$ cat src/rtl/pkt_reader_if.sv
// Byte stream carrying packet data and checksum
// out of the packet RAM reader.
interface pkt_reader_if #(
  parameter int DW = 8
);
  logic [DW-1:0] out_data;
  logic          out_valid;
  logic          out_ready;
  logic          out_last;

  modport master (
    output out_data,
    output out_valid,
    output out_last,
    input  out_ready
  );

  modport slave (
    input  out_data,
    input  out_valid,
    input  out_last,
    output out_ready
  );
endinterface

$ cat src/rtl/pkt_reader.sv
// Reads a full packet from the dual-port RAM and
// streams it out, optionally with a checksum byte.
module pkt_reader #(
  parameter int DEPTH    = 32,
  parameter int AW       = 5,
  parameter int DW       = 8,
  parameter int RD_LAT   = 1,
  parameter int ADD_CSUM = 1
) (
  input  logic          clk,
  input  logic          rst,
  input  logic          package_full,
  output logic          rd_en,
  output logic [AW-1:0] rd_addr,
  input  logic [DW-1:0] rd_data,
  pkt_reader_if.master  stream,
  output logic          busy,
  output logic          done,
  output logic          overrun
);

  typedef enum logic [2:0] {
    IDLE,
    READ,
    WAIT,
    SEND,
    CSUM
  } state_t;

  localparam logic [AW-1:0] LAST  = AW'(DEPTH - 1);
  localparam logic [AW-1:0] A_ONE = AW'(1);
  localparam logic [DW-1:0] D_ONE = DW'(1);
  localparam logic [1:0]    LAT   = 2'(RD_LAT);
  localparam logic [1:0]    C_ONE = 2'd1;

  state_t        state_q, state_d;
  logic [AW-1:0] idx_q, idx_d;
  logic [DW-1:0] sum_q, sum_d;
  logic [DW-1:0] data_q, data_d;
  logic [1:0]    cnt_q, cnt_d;
  logic          done_q, done_d;
  logic          ovr_q, ovr_d;
  logic          pf_q;
  logic          start;
  logic          xfer;
  logic [DW-1:0] nsum;

  assign start = package_full & ~pf_q;
  assign xfer  = stream.out_valid & stream.out_ready;
  assign nsum  = sum_q + data_q;

  assign rd_en   = (state_q == READ);
  assign rd_addr = idx_q;
  assign busy    = (state_q != IDLE);
  assign done    = done_q;
  assign overrun = ovr_q;

  assign stream.out_data  = data_q;
  assign stream.out_valid = (state_q == SEND) ||
                            (state_q == CSUM);
  assign stream.out_last  = (state_q == CSUM) ||
                            ((ADD_CSUM == 0) &&
                             (state_q == SEND) &&
                             (idx_q == LAST));

  // next-state: read one byte, wait, hand off, repeat
  always_comb begin
    state_d = state_q;
    idx_d   = idx_q;
    sum_d   = sum_q;
    data_d  = data_q;
    cnt_d   = cnt_q;
    done_d  = 1'b0;
    ovr_d   = ovr_q;
    if (start && (state_q != IDLE)) begin
      ovr_d = 1'b1;
    end
    unique case (state_q)
      IDLE: begin
        if (start) begin
          state_d = READ;
          idx_d   = '0;
          sum_d   = '0;
        end
      end
      READ: begin
        state_d = WAIT;
        cnt_d   = LAT;
      end
      WAIT: begin
        cnt_d = cnt_q - C_ONE;
        if (cnt_q == C_ONE) begin
          data_d  = rd_data;
          state_d = SEND;
        end
      end
      SEND: begin
        if (xfer) begin
          sum_d = nsum;
          if (idx_q != LAST) begin
            idx_d   = idx_q + A_ONE;
            state_d = READ;
          end else if (ADD_CSUM != 0) begin
            data_d  = ~nsum + D_ONE;
            state_d = CSUM;
          end else begin
            state_d = IDLE;
            done_d  = 1'b1;
          end
        end
      end
      CSUM: begin
        if (xfer) begin
          state_d = IDLE;
          done_d  = 1'b1;
        end
      end
      default: state_d = IDLE;
    endcase
  end

  // state and datapath registers
  always_ff @(posedge clk or negedge rst) begin
    if (!rst) begin
      state_q <= IDLE;
      idx_q   <= '0;
      sum_q   <= '0;
      data_q  <= '0;
      cnt_q   <= '0;
      done_q  <= 1'b0;
      ovr_q   <= 1'b0;
      pf_q    <= 1'b0;
    end else begin
      state_q <= state_d;
      idx_q   <= idx_d;
      sum_q   <= sum_d;
      data_q  <= data_d;
      cnt_q   <= cnt_d;
      done_q  <= done_d;
      ovr_q   <= ovr_d;
      pf_q    <= package_full;
    end
  end

endmodule
$ cat src/flat_wrapper.sv
// flat-port wrapper written by rule: the top's interface ports become plain ports
module pkt_reader_flat 
#(
  parameter int DEPTH    = 32,
  parameter int AW       = 5,
  parameter int DW       = 8,
  parameter int RD_LAT   = 1,
  parameter int ADD_CSUM = 1
)
  (clk, rst, package_full, rd_en, rd_addr, rd_data, busy, done, overrun, stream_out_data, stream_out_valid, stream_out_last, stream_out_ready);
  pkt_reader_if #(.DW(DW)) stream_i ();
  input  logic clk;
  input  logic rst;
  input  logic package_full;
  output logic rd_en;
  output logic [AW-1:0] rd_addr;
  input  logic [DW-1:0] rd_data;
  output logic busy;
  output logic done;
  output logic overrun;
  output wire logic [$bits(stream_i.out_data)-1:0] stream_out_data;
  output wire logic [$bits(stream_i.out_valid)-1:0] stream_out_valid;
  output wire logic [$bits(stream_i.out_last)-1:0] stream_out_last;
  input wire logic [$bits(stream_i.out_ready)-1:0] stream_out_ready;
  assign stream_out_data = stream_i.out_data;
  assign stream_out_valid = stream_i.out_valid;
  assign stream_out_last = stream_i.out_last;
  assign stream_i.out_ready = stream_out_ready;
  pkt_reader #(.DEPTH(DEPTH), .AW(AW), .DW(DW), .RD_LAT(RD_LAT), .ADD_CSUM(ADD_CSUM)) u_core (.clk(clk), .rst(rst), .package_full(package_full), .rd_en(rd_en), .rd_addr(rd_addr), .rd_data(rd_data), .stream(stream_i), .busy(busy), .done(done), .overrun(overrun));
endmodule
$ cat config.mk
export PLATFORM = sky130hd
export DESIGN_NAME = pkt_reader_flat
export DESIGN_NICKNAME = d
export VERILOG_FILES = /design/src/rtl/pkt_reader_if.sv /design/src/rtl/pkt_reader.sv /design/src/flat_wrapper.sv
export SDC_FILE = /design/constraint.sdc
export NUM_CORES = 1
export LEC_CHECK = 0
export BUFFER_PORTS_ARGS = -buffer_cell sky130_fd_sc_hd__buf_2
export CAP_MARGIN = 20
export CORE_AREA = 2 2 66 68
export DETAILED_ROUTE_END_ITERATION = 10
export DIE_AREA = 0 0 68 70
export HOLD_SLACK_MARGIN = 0.06
export MAX_ROUTING_LAYER = met4
export PLACE_DENSITY_LB_ADDON = 0.15
export SLEW_MARGIN = 25
export SYNTH_ARGS = -nofsm -noshare
export SYNTH_HDL_FRONTEND = slang
export SYNTH_SLANG_ARGS = --single-unit
$ cat constraint.sdc
create_clock -name clk -period 3.15 [get_ports clk]
set_clock_uncertainty 0.1 [all_clocks]
set_input_delay 0.315 -clock clk [delete_from_list [all_inputs] [get_ports clk]]
set_output_delay 0.315 -clock clk [all_outputs]
set_load 0.01 [all_outputs]
==> summary.txt, run 1 <==
Worst setup path
  – Critical Path Start: u_core.stream.out_data[0]$_DFFE_PN0P_
  – RR Endpoint: u_core.stream.out_data[7]$_DFFE_PN0P_
  – Crit path largest cell delay: 0.45 ns
  – CP max FO: 4
  – Worst path bufs/invs: 0
  – Crit Path Class: reg2reg
  – R2r setup slk: 0.57 ns
  – CP Data Required Time: 3.21 ns
  – Critical Path Source Type: flip-flop
  – Slowest cell on the critical path: a211oi_1
  – R2R depth: 8
  – Worst R2R Start: u_core.stream.out_data[0]$_DFFE_PN0P_
  – Worst path cell trace: ha_1 -> fa_1 -> a211oi_1 -> nor4b_1 -> nand4b_1 -> nor3_1 -> xor2_1 -> o21ai_0
  – CP arrival: 2.64 ns
  – Crit end category: flip-flop
  – Cell family with most CP delay: adder cells

Power and ir drop
  – Sequential power share: 26.5%
  – Clock power share: 11.9%
  – Pleak: 0.0009683 uW
  – Combinational share of power: 61.7%
  – VDD IR max: 0.4314 mV
  – Power Internal: 1383 uW
  – Design Power: 2552 uW
  – Pwr dens: 1248 nW/um2
  – Net Sw Frac: 45.81%
  – Psw: 1169 uW

Die
  – Initial Util: 42.39%
  – Io pins: 31
  – Die Height: 70 um
  – Die outline width: 68 um
  – Die area: 4760 um2
  – CORE AREA: 4144 um2
  – # rows: 24

Route
  – DR pass1 iterations: 4
  – Residual DRC: 0
  – DR vias: 1482
  – Final wirelength: 4033 um
  – Routed wire per std cell: 14.72 um
  – Post-DRT Antenna Nets: 0
  – Initial drt markers: 112
  – Avg Vias per Cell: 5.409

Logic synthesis
  – Area leader, netlist: dfrtp_1
  – Synth Flop Type: dfrtp_1
  – Synth top area share: 41.31%
  – Flop and latch count out of synthesis: 29
  – EDFF count, synth: 0
  – Avg Inst Size Synth: 9.295 um2
  – Dominant cell by count in the synthesized netlist: dfrtp_1
  – Synth async-reset ratio: 100.0%
  – Sequential area share after synthesis: 41.31%
  – Syn_nets: 213
  – Post-synthesis cell count: 189
  – Synth Area in Compound Gates: 18.16%
  – Synth warn: 0
  – Top post-synthesis cells by area: dfrtp_1, ha_1, nand2_1
  – Mapped cell area: 1757 um2
  – Post-synthesis mux area share: 1.282%
  – Main combinational cell family by area after synthesis: simple AND/OR/NAND/NOR gates
  – Xor and xnor area share after synthesis: 5.484%
  – Yosys cell types: 43
  – Post-synth top cells: dfrtp_1, nand2_1, nor2_1, o21ai_0, ha_1
  – Synth Area in Adders: 8.974%
  – Post-Synth Simple-Gate Area: 20.94%

Global routing
  – Total grt overflow: 0
  – Vias in the first global route: 1510
  – Largest net degree at the start of global routing: 30
  – Total track usage: 20.02%
  – First-pass GRT wire length: 6975 um
  – Initial antenna violation count: 0

Run
  – Max-Cap Viols: 0

Min path
  – Worst hold path class: in2reg
  – Hold Crit Depth: 3
  – Worst Hold Endpoint: u_core.stream.out_data[3]$_DFFE_PN0P_
  – Min-Delay Startpoint: rd_data[3]

CTS
  – CTS root buffer: clkbuf_8
  – Sink Count: 29
  – Num CTS Buffers: 5
  – Worst-skew pair later-pin latency: 0.28 ns
  – Clk slew on worst S/H paths: 0.06 ns
  – Clock buffer depth: 2
  – H-tree depth: 2
  – CTS tree: done
  – Setup bufs post-CTS: 0

Place
  – DP Worst Slack: 0.5715 ns
  – Number of buffers added on ports: 30
  – Final Wtd Congestion: 0.9238
  – DP Cell Count: 265
  – Post-DP HPWL: 2924 um

Final layout
  – Layout cell share with drive strength beyond 1: 20.27%
  – Nets: 246
  – Register area: 725.7 um2
  – Final Core Density: 49.34%
  – Fill count: 412
  – P&R area growth vs syn: 16.38%
  – # diodes: 0
  – Fin cells: 274
  – Multi-input logic area: 963.4 um2

STA
  – Max Slew Vio Count: 0
  – Total negative slack: 0 ns
  – Unrepaired setup endpoints after global routing: false
  – Final worst setup slack: 0.5674 ns
  – Period utilization: 81.99%
  – Worst-Margin Slew: 0.7776 ns
  – Final setup viols: 0
  – Hold Vio Cnt, Final: 0
  – Slew headroom: 47.97%
  – Post-layout min period: 2.583 ns
  – Fmax: 387.2 MHz

Run status
  – Status: finished, final reports clean
## cell usage in the layout (no fill, tap or decap), drive strengths merged, types with 3 or more instances in the layout
cell / instances
clkbuf: 7
nand3: 4
xor2: 5
dfrtp: 29
nand2b: 3
xnor2: 6
a21oi: 7
a31oi: 6
inv: 7
nor3b: 4
buf: 31
a22o: 6
ha: 11
nor3: 4
nor2: 20
and3: 5
o21ai: 12
nand2: 26
## worst max-delay path by stage
stage	endpoint	cells after the start
after global placement	u_core.stream.out_data[7]$_DFFE_PN0P_	8
after detailed placement	u_core.stream.out_data[7]$_DFFE_PN0P_	8
after global routing	u_core.stream.out_data[5]$_DFFE_PN0P_	8
final	u_core.stream.out_data[7]$_DFFE_PN0P_	8
after floorplan	u_core.stream.out_data[7]$_DFFE_PN0P_	8
after CTS	u_core.stream.out_data[7]$_DFFE_PN0P_	8
## sequential cells by signal, indices dropped and copies added (netlist names)
| name | count |
|---|---|
| u_core.rd_addr | 5 |
| u_core.state_q | 3 |
| u_core.stream.out_data | 8 |
| u_core.overrun | 1 |
| u_core.sum_q | 8 |
| u_core.pf_q | 1 |
| u_core.done | 1 |
| u_core.cnt_q | 2 |
## kinds of logic (layout without fill, tap and decap cells)
group	count (synthesis)	after routing
buffers and inverters	14	47
DFF	29	29
adders and majority gates	12	12
and+or+nand+nor	73	73
AOI/OAI and AO/OA	48	48
muxes	2	2
xor gates and xnor gates	11	11
## worst min-delay path: cells and delay by family
family | cells | cell delay [ns]
AOI/OAI and AO/OA | 1 | 0.07
and+or+nand+nor | 1 | 0.05
buffers and inverters | 1 | 0.10
## area by class of cell
type	instances	share of cell area, %
clock buffer	7	4.223
tap	52	3.182
multi-input combinational	146	47.12
timing repair buffer	33	8.690
inverter	7	1.285
sequential	29	35.50
## what timing repair did
item / in CTS / in global routing
hold endpoints to repair: 30 / 0
hold buffers: 2 / 0
resized for setup: 0 / 0
## power groups by stage
| stage | Clock [uW] | Sequential (uW) | Combinational, uW |
|---|---|---|---|
| 3_3_place_gp | 0 | 672 | 1510 |
| 6_report | 303 | 676 | 1570 |
| 5_1_grt | 333 | 700 | 1770 |
| 3_5_place_dp | 0 | 681 | 1570 |
| 4_1_cts | 315 | 676 | 1580 |
| 2_1_floorplan | 0 | 671 | 1190 |
## metrics by stage
| step | hold WS, ns | area, um2 |
|---|---|---|
| 6_report | 0.1850 | 2044 |
| 5_1_grt | 0.2000 | 2044 |
| 4_1_cts | 0.1759 | 2044 |
| 3_5_place_dp | 0.2959 | 1938 |
| 3_3_place_gp | 0.2869 | 1938 |
| 2_1_floorplan | -0.08059 | 1757 |
## routing by layer
metal | global-route usage (%) | wire length (um) | up-vias | part of all wire, %
met2 | 31.61 | 2005 | 29 | 50
met1 | 24.40 | 1793 | 712 | 44
met5 | - | 0 | - | 0
met3 | 3.382 | 151 | 7 | 3.7
li1 | - | - | 734 | -
met4 | 9.778 | 82 | 0 | 2.0
(Power assumes the default switching activity.)
==> inputs of run 2 (changes only) <==
==> constraint.sdc (replaced) <==
create_clock -name clk -period 2.07 [get_ports clk]
set_clock_uncertainty 0.1 [all_clocks]
set_input_delay 0.207 -clock clk [delete_from_list [all_inputs] [get_ports clk]]
set_output_delay 0.207 -clock clk [all_outputs]
set_load 0.01 [all_outputs]
==> run 2 against run 1 <==
Against the previous run: the flow now finishes with violations (negative setup slack); sequential share of layout area decreased by 4.8 points; setup slack got worse by 0.80 ns; non-clock buffer count increased by 32.
==> summary.txt, run 2 (same netlist as run 1, synthesis figures left out) <==
Die
  – Die Height: 70 um
  – Initial Util: 42.39%
  – Die outline width: 68 um
  – CORE AREA: 4144 um2
  – # rows: 24
  – Die area: 4760 um2
  – Io pins: 31

Global routing
  – First-pass GRT wire length: 7396 um
  – Total grt overflow: 0
  – Initial antenna violation count: 0
  – Vias in the first global route: 1634
  – Total track usage: 20.93%
  – Largest net degree at the start of global routing: 30

STA
  – Worst hold slack: 0.07152 ns
  – Max Slew Vio Count: 0
  – Unrepaired setup endpoints after global routing: true
  – Final worst setup slack: -0.2364 ns
  – Hold Vio Cnt, Final: 0
  – Worst-Margin Slew: 0.6581 ns
  – Fmax: 433.6 MHz
  – Slew headroom: 56.12%
  – Period utilization: 111.4%
  – Post-layout min period: 2.306 ns
  – Final setup viols: 6

Final layout
  – Most frequent cells in the layout: buf_4, buf_2, dfrtp_1
  – Final Core Density: 57.07%
  – Final non-filler cell area: 2365 um2
  – Layout cell share with drive strength beyond 1: 36.22%
  – P&R area growth vs syn: 34.62%
  – # diodes: 0
  – Register area: 725.7 um2
  – Commonest non-fill, non-tap cell in the layout: buf_4
  – Multi-input logic area: 1044 um2
  – Nets: 278
  – Fill count: 352

Power and ir drop
  – Pwr dens: 2058 nW/um2
  – VDD IR max: 0.7228 mV
  – Pleak: 0.001133 uW

Min path
  – Worst hold path class: in2reg

Route
  – Post-DRT Antenna Nets: 0
  – WL met1: 1940 um
  – Highest metal used: met4
  – Initial drt markers: 47
  – Final wirelength: 4411 um
  – DR pass1 iterations: 4
  – DR vias: 1602
  – Met3 WL: 120 um
  – Avg Vias per Cell: 5.235
  – Residual DRC: 0
  – Routed wire per std cell: 14.42 um
  – Wire length on met2: 2263 um

Worst setup path
  – Critical Path Start: u_core.sum_q[0]$_DFFE_PN0P_
  – R2R depth: 8
  – Worst path cell trace: ha_2 -> fa_2 -> a211oi_4 -> o21ba_2 -> o221ai_2 -> nor3_2 -> xor2_1 -> o21ai_0
  – Worst path bufs/invs: 0
  – Crit. path cell count: 8
  – Crit path largest cell delay: 0.41 ns
  – R2r setup slk: -0.24 ns
  – Cell family with most CP delay: compound AO/OA/AOI/OAI gates
  – CP max FO: 4
  – RR Endpoint: u_core.stream.out_data[7]$_DFFE_PN0P_
  – Critical Path Source Type: flip-flop
  – Crit end category: flip-flop
  – Slowest cell on the critical path: fa_2
  – CP arrival: 2.37 ns
  – CP Data Required Time: 2.13 ns
  – Crit Path Class: reg2reg
  – Worst R2R Start: u_core.sum_q[0]$_DFFE_PN0P_
  – Crit path to: u_core.stream.out_data[7]$_DFFE_PN0P_

CTS
  – Clk slew on worst S/H paths: 0.06 ns
  – Num CTS Buffers: 5
  – CTS root buffer: clkbuf_8
  – Sink Count: 29
  – H-tree depth: 2
  – Clock buffer depth: 2
  – CTS tree: done
  – Worst-skew pair later-pin latency: 0.28 ns

Place
  – Number of buffers added on ports: 30
  – Area after DPL: 2185 um2
  – Final Wtd Congestion: 0.8686
  – Post-DP HPWL: 3195 um
  – DP Worst Slack: -0.2248 ns

Run status
  – Failing checks: negative setup slack
  – Status: complete, but fails checks

Run
  – Max-Cap Viols: 0
-- run 2: cell types whose count changed in the layout (fill, tap and decap cells not counted), moves of 2 or more --
| cell | before | now |
|---|---|---|
| nor2_1 | 18 | 16 |
| nor3_1 | 3 | 1 |
| ha_1 | 11 | 8 |
| nor3_2 | 1 | 3 |
| xnor2_2 | 0 | 2 |
| buf_4 | 1 | 33 |
| ha_2 | 0 | 2 |
| xnor2_1 | 6 | 4 |
| nor2_2 | 2 | 4 |
-- run 2: worst min path at each step --
stage | endpoint | cells past startpoint | start | slack, ns
after CTS | u_core.stream.out_data[3]$_DFFE_PN0P_ | 3 | rd_data[3] | 0.07
after floorplan | u_core.cnt_q[0]$_DFFE_PN0N_ | 0 | rst | -0.19
after global placement | u_core.state_q[1]$_DFFE_PN0P_ | 1 | rst | 0.18
after detailed placement | u_core.state_q[1]$_DFFE_PN0P_ | 1 | rst | 0.18
final | u_core.stream.out_data[3]$_DFFE_PN0P_ | 3 | rd_data[3] | 0.07
after global routing | u_core.stream.out_data[1]$_DFFE_PN0P_ | 3 | rd_data[1] | 0.09
-- run 2: power breakdown --
part | leakage [uW] | internal, uW | switching (uW) | total [uW]
Sequential | 0.000353 | 806 | 197 | 1000
Combinational | 0.000735 | 1710 | 1680 | 3390
Clock | 0.0000443 | 263 | 206 | 470
Total | 0.00113 | 2780 | 2090 | 4870
-- run 2: what timing repair did --
item / CTS / global route
hold buffers: 2 / 0
setup endpoints to repair: 8 / 10
buffers inserted: 2 / 1
pin swaps: 2 / 1
endpoints found under the hold margin: 30 / 0
resized for setup: 6 / 5
-- run 2: worst min-delay path: stages --
cell	delay, ns
buf_2	0.09
nand2_1	0.04
a31oi_1	0.07
-- run 2: per-stage QoR --
| step | cells | total power, uW | setup TNS, ns |
|---|---|---|---|
| after floorplan | 189 | 2922 | -0.2512 |
| after global placement | 294 | 3951 | -0.4863 |
| after detailed placement | 294 | 4044 | -0.8476 |
| after CTS | 305 | 4783 | -0.8736 |
| after global routing | 306 | 5288 | -1.660 |
| final | 306 | 4867 | -0.8920 |
-- run 2: layer usage --
metal	global-route usage, %	vias up
met3	4.831	9
met5	-	-
met1	24.69	767
met4	7.333	0
li1	-	799
met2	34.41	27
-- run 2: area by class of cell --
class                   instances  share of cell area, %
clock buffers                   7                  3.651
multi-input cells             146                  44.13
repair buffers                 65                  17.67
flip-flops and latches         29                  30.69
inverters                       7                  1.111
well taps                      52                  2.751
